File: config.mk
export PLATFORM = sky130hd
export DESIGN_NAME = instr_writer
export DESIGN_NICKNAME = d
export VERILOG_FILES = /design/src/rtl/instr_writer.sv
export SDC_FILE = /design/constraint.sdc
export NUM_CORES = 1
export LEC_CHECK = 0
export CAP_MARGIN = 0
export CORE_ASPECT_RATIO = 0.8
export CORE_UTILIZATION = 35
export CTS_CLUSTER_DIAMETER = 50
export DETAILED_ROUTE_END_ITERATION = 8
export PLACE_DENSITY = 0.65
export SLEW_MARGIN = 20
export SYNTH_ARGS = -nofsm -noshare
export SYNTH_HDL_FRONTEND = slang
export SYNTH_SLANG_ARGS = --single-unit
File: constraint.sdc
create_clock -name clk_i -period 4.45 [get_ports clk_i]
set_input_delay 0.89 -clock clk_i [delete_from_list [all_inputs] [get_ports clk_i]]
set_output_delay 0.89 -clock clk_i [all_outputs]
set_load 0.02 [all_outputs]
File: src/rtl/instr_writer.sv
// rtl/instr_writer.sv - Y86-64 instruction encoder writing one byte per clock into instruction memory
module instr_writer #(
  parameter int MEM_MAX_SIZE = 1024
) (
  input  logic        clk_i,
  input  logic        rst_i,
  input  logic        load_addr_i,
  input  logic [63:0] start_addr_i,
  input  logic        in_valid_i,
  output logic        in_ready_o,
  input  logic [3:0]  icode_i,
  input  logic [3:0]  ifun_i,
  input  logic [3:0]  rA_i,
  input  logic [3:0]  rB_i,
  input  logic [63:0] valC_i,
  output logic        wr_en_o,
  output logic [63:0] wr_addr_o,
  output logic [7:0]  wr_data_o,
  output logic [63:0] next_addr_o,
  output logic        busy_o,
  output logic        ins_err_o,
  output logic        adr_err_o
);

  typedef enum logic {IDLE, EMIT} state_t;

  localparam logic [64:0] MEM_LIMIT = 65'(MEM_MAX_SIZE);

  state_t      state;
  logic [63:0] ptr;
  logic [3:0]  idx;
  logic [3:0]  len;
  logic [3:0]  l_icode, l_ifun, l_ra, l_rb;
  logic [63:0] l_valc;
  logic        l_regids;
  logic        ins_err, adr_err;

  logic        need_regids, need_valc, accept;
  logic [3:0]  in_len;
  logic [64:0] end_addr;
  logic [2:0]  vsel;
  logic [7:0]  cur_byte;

  always_comb begin
    need_regids = icode_i inside {4'h2, 4'h3, 4'h4, 4'h5, 4'h6, 4'hA, 4'hB};
    need_valc   = icode_i inside {4'h3, 4'h4, 4'h5, 4'h7, 4'h8};
    in_len      = 4'd1 + {3'b000, need_regids} + (need_valc ? 4'd8 : 4'd0);
    // 65-bit sum so a pointer near 2^64 that wraps is still caught
    end_addr    = {1'b0, ptr} + {61'b0, in_len};
    in_ready_o  = (state == IDLE) && !load_addr_i && !rst_i;
    accept      = in_valid_i && in_ready_o;
  end

  // valC byte index relative to the start of the constant field
  assign vsel = idx[2:0] - (l_regids ? 3'd2 : 3'd1);

  always_comb begin
    cur_byte = l_valc[{vsel, 3'b000} +: 8];
    if (idx == 4'd0)
      cur_byte = {l_icode, l_ifun};
    else if (l_regids && idx == 4'd1)
      cur_byte = {l_ra, l_rb};
  end

  assign busy_o      = (state == EMIT);
  assign wr_en_o     = busy_o;
  assign wr_addr_o   = busy_o ? ptr : 64'd0;
  assign wr_data_o   = busy_o ? cur_byte : 8'd0;
  assign next_addr_o = ptr;
  assign ins_err_o   = ins_err;
  assign adr_err_o   = adr_err;

  always_ff @(posedge clk_i) begin
    if (rst_i) begin
      state    <= IDLE;
      ptr      <= 64'd0;
      idx      <= 4'd0;
      len      <= 4'd0;
      l_icode  <= 4'd0;
      l_ifun   <= 4'd0;
      l_ra     <= 4'd0;
      l_rb     <= 4'd0;
      l_valc   <= 64'd0;
      l_regids <= 1'b0;
      ins_err  <= 1'b0;
      adr_err  <= 1'b0;
    end else begin
      case (state)
        IDLE: begin
          if (load_addr_i) begin
            ptr     <= start_addr_i;
            ins_err <= 1'b0;
            adr_err <= 1'b0;
          end else if (accept) begin
            if (icode_i >= 4'hC) begin
              ins_err <= 1'b1;
            end else if (end_addr > MEM_LIMIT) begin
              adr_err <= 1'b1;
            end else begin
              l_icode  <= icode_i;
              l_ifun   <= ifun_i;
              l_ra     <= rA_i;
              l_rb     <= rB_i;
              l_valc   <= valC_i;
              l_regids <= need_regids;
              len      <= in_len;
              idx      <= 4'd0;
              state    <= EMIT;
            end
          end
        end
        EMIT: begin
          ptr <= ptr + 64'd1;
          idx <= idx + 4'd1;
          if (idx == len - 4'd1)
            state <= IDLE;
        end
        default: state <= IDLE;
      endcase
    end
  end

endmodule

Yosys cells after proc, flatten, opt, wreduce, memory -nomap -nowiden. Index checks and enable logic that the tools add are counted.

Shift-type cells: 1. Bitwise logic cells: 4. Add/sub/neg operators: 7. Equality and inequality tests: 17. Reduce and logical (&&, ||, !) cells: 16. Multiplexer cells: 26. Order comparisons: 2.

Operators with widths (count): $mux W64 (2); $pmux W64 S2 (1); $add A64 B4 Y65 (1); $gt A65 B11 Y1 const B (1); $add A64 B1 Y64 const B (1); $shiftx A64 B7 Y8 (1); $mux W8 (3); $mux W4 (5); $eq A4 B3 Y1 const B (4); $eq A4 B4 Y1 const B (3); $mux W1 (12); $ne A2 B2 Y1 const B (6); $eq A4 B2 Y1 const B (2); $pmux W4 S2 (1); $reduce_and A4 Y1 (2); $reduce_bool A7 Y1 (1); $reduce_bool A2 Y1 (3); $reduce_and A5 Y1 (1); $reduce_bool A5 Y1 (1); $add A2 B4 Y4 (1); $add A4 B1 Y4 const B (1); $eq A4 B1 Y1 const B (1); $eq A4 B4 Y1 (1); $ge A4 B4 Y1 const B (1); 10 further kinds (17).

Logic and storage cells: 85. Bits in registers: 156. Output and inout port bits: 141.

Depth between registers and ports, before layout.
Depth after elaboration: 11. Mapped depth: 21. Gate-level depth less buffers: 16.

Worst setup path after synthesis. OpenSTA, ideal clock, no wires.

Kind: input to register. Start point: input icode_i[1]. End point: register l_ifun[0]. Arrival: 4.138 ns. Path buffers: 5. Slack: 0.184 ns. Cell stages on the path: 21. Library setup time: 0.128 ns. Cells stage by stage: a21oi_1 nor2b_1 nor2_1 inv_1 ha_1 inv_1 fa_1 and3b_1 o211a_1 buf_2 buf_2 a21oi_1 a2111oi_2 nand4_1 nor4_2 nand4_1 buf_4 buf_6 buf_8 mux2i_1 nor2_1.

Word-level cells in the longest chain between the ends: 8. Elaborated cells between the ends (all ways): 20. Those cells by class: 3 x add/sub; 2 x order compare; 9 x eq/ne; 1 x mux; 2 x bitwise; 3 x reduce/logical.

RTL lines: from (decl) (RTL line 11) `input logic [3:0] icode_i,`; $eq A4 B2 Y1 (tied with other cells) (RTL line 45) `need_regids = icode_i inside {4'h2, 4'h3, 4'h4, 4'h5, 4'h6, 4'hA, 4'hB};`; $reduce_bool A7 Y1 * (RTL line 45); $add A1 B1 Y2 * (RTL line 47) `in_len = 4'd1 + {3'b000, need_regids} + (need_valc ? 4'd8 : 4'd0);`; $add A2 B4 Y4 * (RTL line 47); named net in_len[1] (RTL line 39) `logic [3:0] in_len;`; $add A64 B4 Y65 * (RTL line 49) `end_addr = {1'b0, ptr} + {61'b0, in_len};`; $gt A65 B11 Y1 * (RTL line 97) `end else if (end_addr > MEM_LIMIT) begin`; $not A1 Y1 (no source line) *; $reduce_and A5 Y1 (no source line) *; to (signal assigned) (RTL line 101) `l_ifun <= ifun_i;`; to (decl) (RTL line 33) `logic [3:0] l_icode, l_ifun, l_ra, l_rb;`.

Mark *: on every way through the listed nets, which the timed path passes. The rest lies on a longest branch. A chain may end at the register's enable or synchronous reset.

Final worst setup path.
Start point: register idx[0]. End point: output wr_data_o[1].

Word-level cells in the longest chain between the ends: 5. Elaborated cells between the ends (all ways): 8. Those cells by class: 1 x add/sub; 1 x eq/ne; 1 x shift; 3 x mux; 2 x reduce/logical.

RTL lines: from (decl) (RTL line 31) `logic [3:0] idx;`; from (signal assigned) (RTL line 114) `idx <= idx + 4'd1;`; $sub A3 B2 Y3 or $eq A4 B1 Y1 (tied branches) (RTL line 55, 61); $shiftx A64 B7 Y8 or $logic_and A1 B1 Y1 (tied branches) (RTL line 58, 61); $mux W8 (RTL line 61) `else if (l_regids && idx == 4'd1)`; $mux W8 * (RTL line 59) `if (idx == 4'd0)`; $mux W8 * (RTL line 68) `assign wr_data_o = busy_o ? cur_byte : 8'd0;`; to (decl) (RTL line 18) `output logic [7:0] wr_data_o,`.

Mark *: on every way between the ends. The rest lies on a longest branch, timed or not.

==> run summary <==
Outcome: complete, no violations
Iter 0 DRT Violations: 1165
Syn Inst Count: 1347
Critical path's most frequent cell: inv_1
Synth Register Bits: 154
Initial antenna violation count: 1
Mean number of vias per cell: 5.83
Initial Util: 36.0%
Final wirelength: 44.0 mm
Worst-path cell chain: inv_1 -> ha_1 -> inv_1 -> fa_1 -> buf_12 -> mux4_2 -> mux2i_2 -> a211oi_1 -> a21oi_1 -> nor2_1 -> dlygate4sd2_1
Synthesized area per cell: 7.66 µm²
Yosys warning count: 0
Worst slew pin tran: 1030 ps
Max incr delay on CP: 590 ps
Clk slew on worst S/H paths: 70 ps
Gr usage total: 28.8%
# port buffers: 288
Aggregate global routing overflow: 0
Req. time, crit path: 3560 ps
Static leakage: 5.86 nW
Max Slew Vio Count: 0
PnR worst setup slack: 132 ps
Worst r2r src: next_addr_o[28]
1st-pass router iterations: 5
Reg2Reg Capture Point: l_valc[27]
Crit path DAT: 3430 ps
Pwr dens: 241 nW/µm²
Vias in the first global route: 10900
Vias post-DR: 11700
Die extent in x: 194 µm
Post-synthesis cell area: 10300 µm²
Hold WS: 489 ps
Finish-stage setup viols: 0
Final Skew: 17.4 ps
Clk root buf: clkbuf_16
Post-synth ARST share: 0%
Slowest-stage cell, CP: mux4_2
Post-synth EDFFs: 0
First-pass GRT wire length: 66.4 mm
Pre-CTS setup slack: -695 ps
Netlist cell types: 71
F_max: 232 MHz
Worst path bufs/invs: 4
Pin count of the biggest net entering global routing: 93
Final Wtd Congestion: 0.966
Fin crit share: 97.0%
Most area-hungry cell type in the Yosys netlist: dfxtp_1
Die Ht: 156 µm
Die Area: 30200 µm²
Final hold vios: 0
Wirelength per Cell: 22.0 µm
Sequential area share after synthesis: 29.9%
Stages on the worst setup path: 11
Nets: 1783
Critical-path maximum fanout: 16
Period minus WS final: 4320 ps
Clock Path Buffers: 2
Clk sink count: 154
FILL cells: 2816
Layout cell share with drive strength beyond 1: 11.8%
CTS tree: yes
Top Family by Delay on Critical Path: multiplexers
Core ar.: 28600 µm²
Prevailing post-synth register cell: dfxtp_1
Worst vdd ir: 257 µV
Total chip power: 3.50 mW
CP Launch Type: flop
Crit path to: wr_data_o[1]
Nature of the critical path endpoint: primary output
Hold Path Class: flop to flop
Top cells by count, synth: 224 x nor2_1, 154 x dfxtp_1, 105 x a21oi_1, 98 x mux2i_1, 85 x nand2_1
Area added between synthesis and finish: 41.0%
DRC Markers: 0
I/O pin cnt: 289
Post-route insts no fill: 2006
H-tree Lvls: 4
Post-DRT Antenna Nets: 0
Placed Cells: 1967
# rows: 55
CP Launch Point: idx[0]
Max-Cap Viols: 0
DPL Wire Length: 33.1 mm
Setup Crit Path Kind: flop to primary output
Most common cell in the netlist: nor2_1
Main area contributors after synthesis: dfxtp_1 30%, mux2i_1 9.5%, nor2_1 8.1%
Post-synth top area share: 29.9%
R2R cell count: 13
Latest clock arrival within the worst-skew pair: 440 ps
Cts bufs inserted: 17
R2r setup slk: 430 ps
Synthesized net count: 1506
Slew HR: 31.1%
sequential cells by signal, summed over array words and instances (netlist names):
signal and count:
l_valc 64, len 3, busy_o 1, ins_err_o 1, l_ifun 4, l_icode 4
l_ra 4, adr_err_o 1, l_rb 4, next_addr_o 64, idx 4
what timing repair did:
action                                 in CTS  in global routing
buffers inserted                            3                  5
endpoints found under the hold margin       0                  0
hold buffers                                0                  0
gates cloned                                1                  0
resized for setup                          25                 35
pin swaps                                   7                  9
setup endpoints to repair                  93                 94
through the flow:
step                setup TNS, ps  util, %  cell area (µm²)
floorplan                       0        -            10300
global placement           -56100     48.3            13800
detailed placement         -55290     48.3            13800
CTS                             0     50.5            14500
global route                -36.6     50.8            14600
finish                          0     50.8            14600
tightest hold or removal path: stages, from the launching register on:
cell and delay [ps]:
dfxtp_1 320, mux2i_1 60, nor2_1 70
layout make-up:
class / count / area [µm²] / share of cell area [%]
tap: 370 / 463 / 3.18
multi-input combinational: 1041 / 6670 / 45.8
timing repair buffer: 381 / 3690 / 25.4
sequential: 154 / 3090 / 21.2
inverter: 29 / 111 / 0.765
clock inverter: 13 / 109 / 0.748
antenna: 1 / 2.50 / 0.0172
clock buffer: 17 / 425 / 2.92
cell families after synthesis:
group                    Yosys count  share of synthesized area, %
multiplexers                     115                          13.1
flip-flops                       154                          29.9
XOR/XNOR                          26                          2.21
buffers and inverters            152                          6.68
AND/OR/NAND/NOR                  631                          31.0
AO/OA/AOI/OAI                    258                          15.6
adder cells (fa/ha/maj)           11                          1.48
power by group:
group	internal [mW]	switching (mW)	total (mW)	leakage [nW]
sequential	1.42	0.109	1.52	1.26
clock	0.724	0.663	1.39	0.262
combinational	0.302	0.287	0.589	4.34
cell usage in the layout (no fill, tap or decap), types with 8 or more instances in the layout:
cell type	netlist	final
clkdlybuf4s50_1	0	275
nor2_1	224	221
dfxtp_1	154	152
a21oi_1	105	104
mux2i_1	98	96
buf_4	17	86
nand2_1	85	84
and2_1	57	57
nand4_1	56	56
o21ai_0	50	48
nand3_1	44	44
nor3_1	41	39
nor4_1	31	29
inv_1	29	26
and3_1	18	18
clkbuf_16	0	17
mux4_2	16	16
a211oi_1	17	16
and4_1	16	15
xor2_1	13	13
xnor2_1	13	13
or3_1	12	12
a31oi_1	12	12
a221oi_1	11	11
or2_2	8	8
o211ai_1	8	8
ha_1	9	8
worst min path at each step:
stage                         start         to  cells after the start
final                     l_valc[1]  l_valc[1]                      2
after detailed placement  l_valc[6]  l_valc[6]                      2
after CTS                 l_valc[1]  l_valc[1]                      2
after floorplan           l_valc[0]  l_valc[0]                      2
after global routing      l_valc[1]  l_valc[1]                      2
after global placement    l_valc[9]  l_valc[9]                      2
per-layer routing:
layer  global-route usage [%]  routed length, µm
met5                        0                  0
met4                     6.20                737
met1                     42.8              21200
met3                     7.61               4290
met2                     40.9              17900
Power figures use the tool's default switching activity.
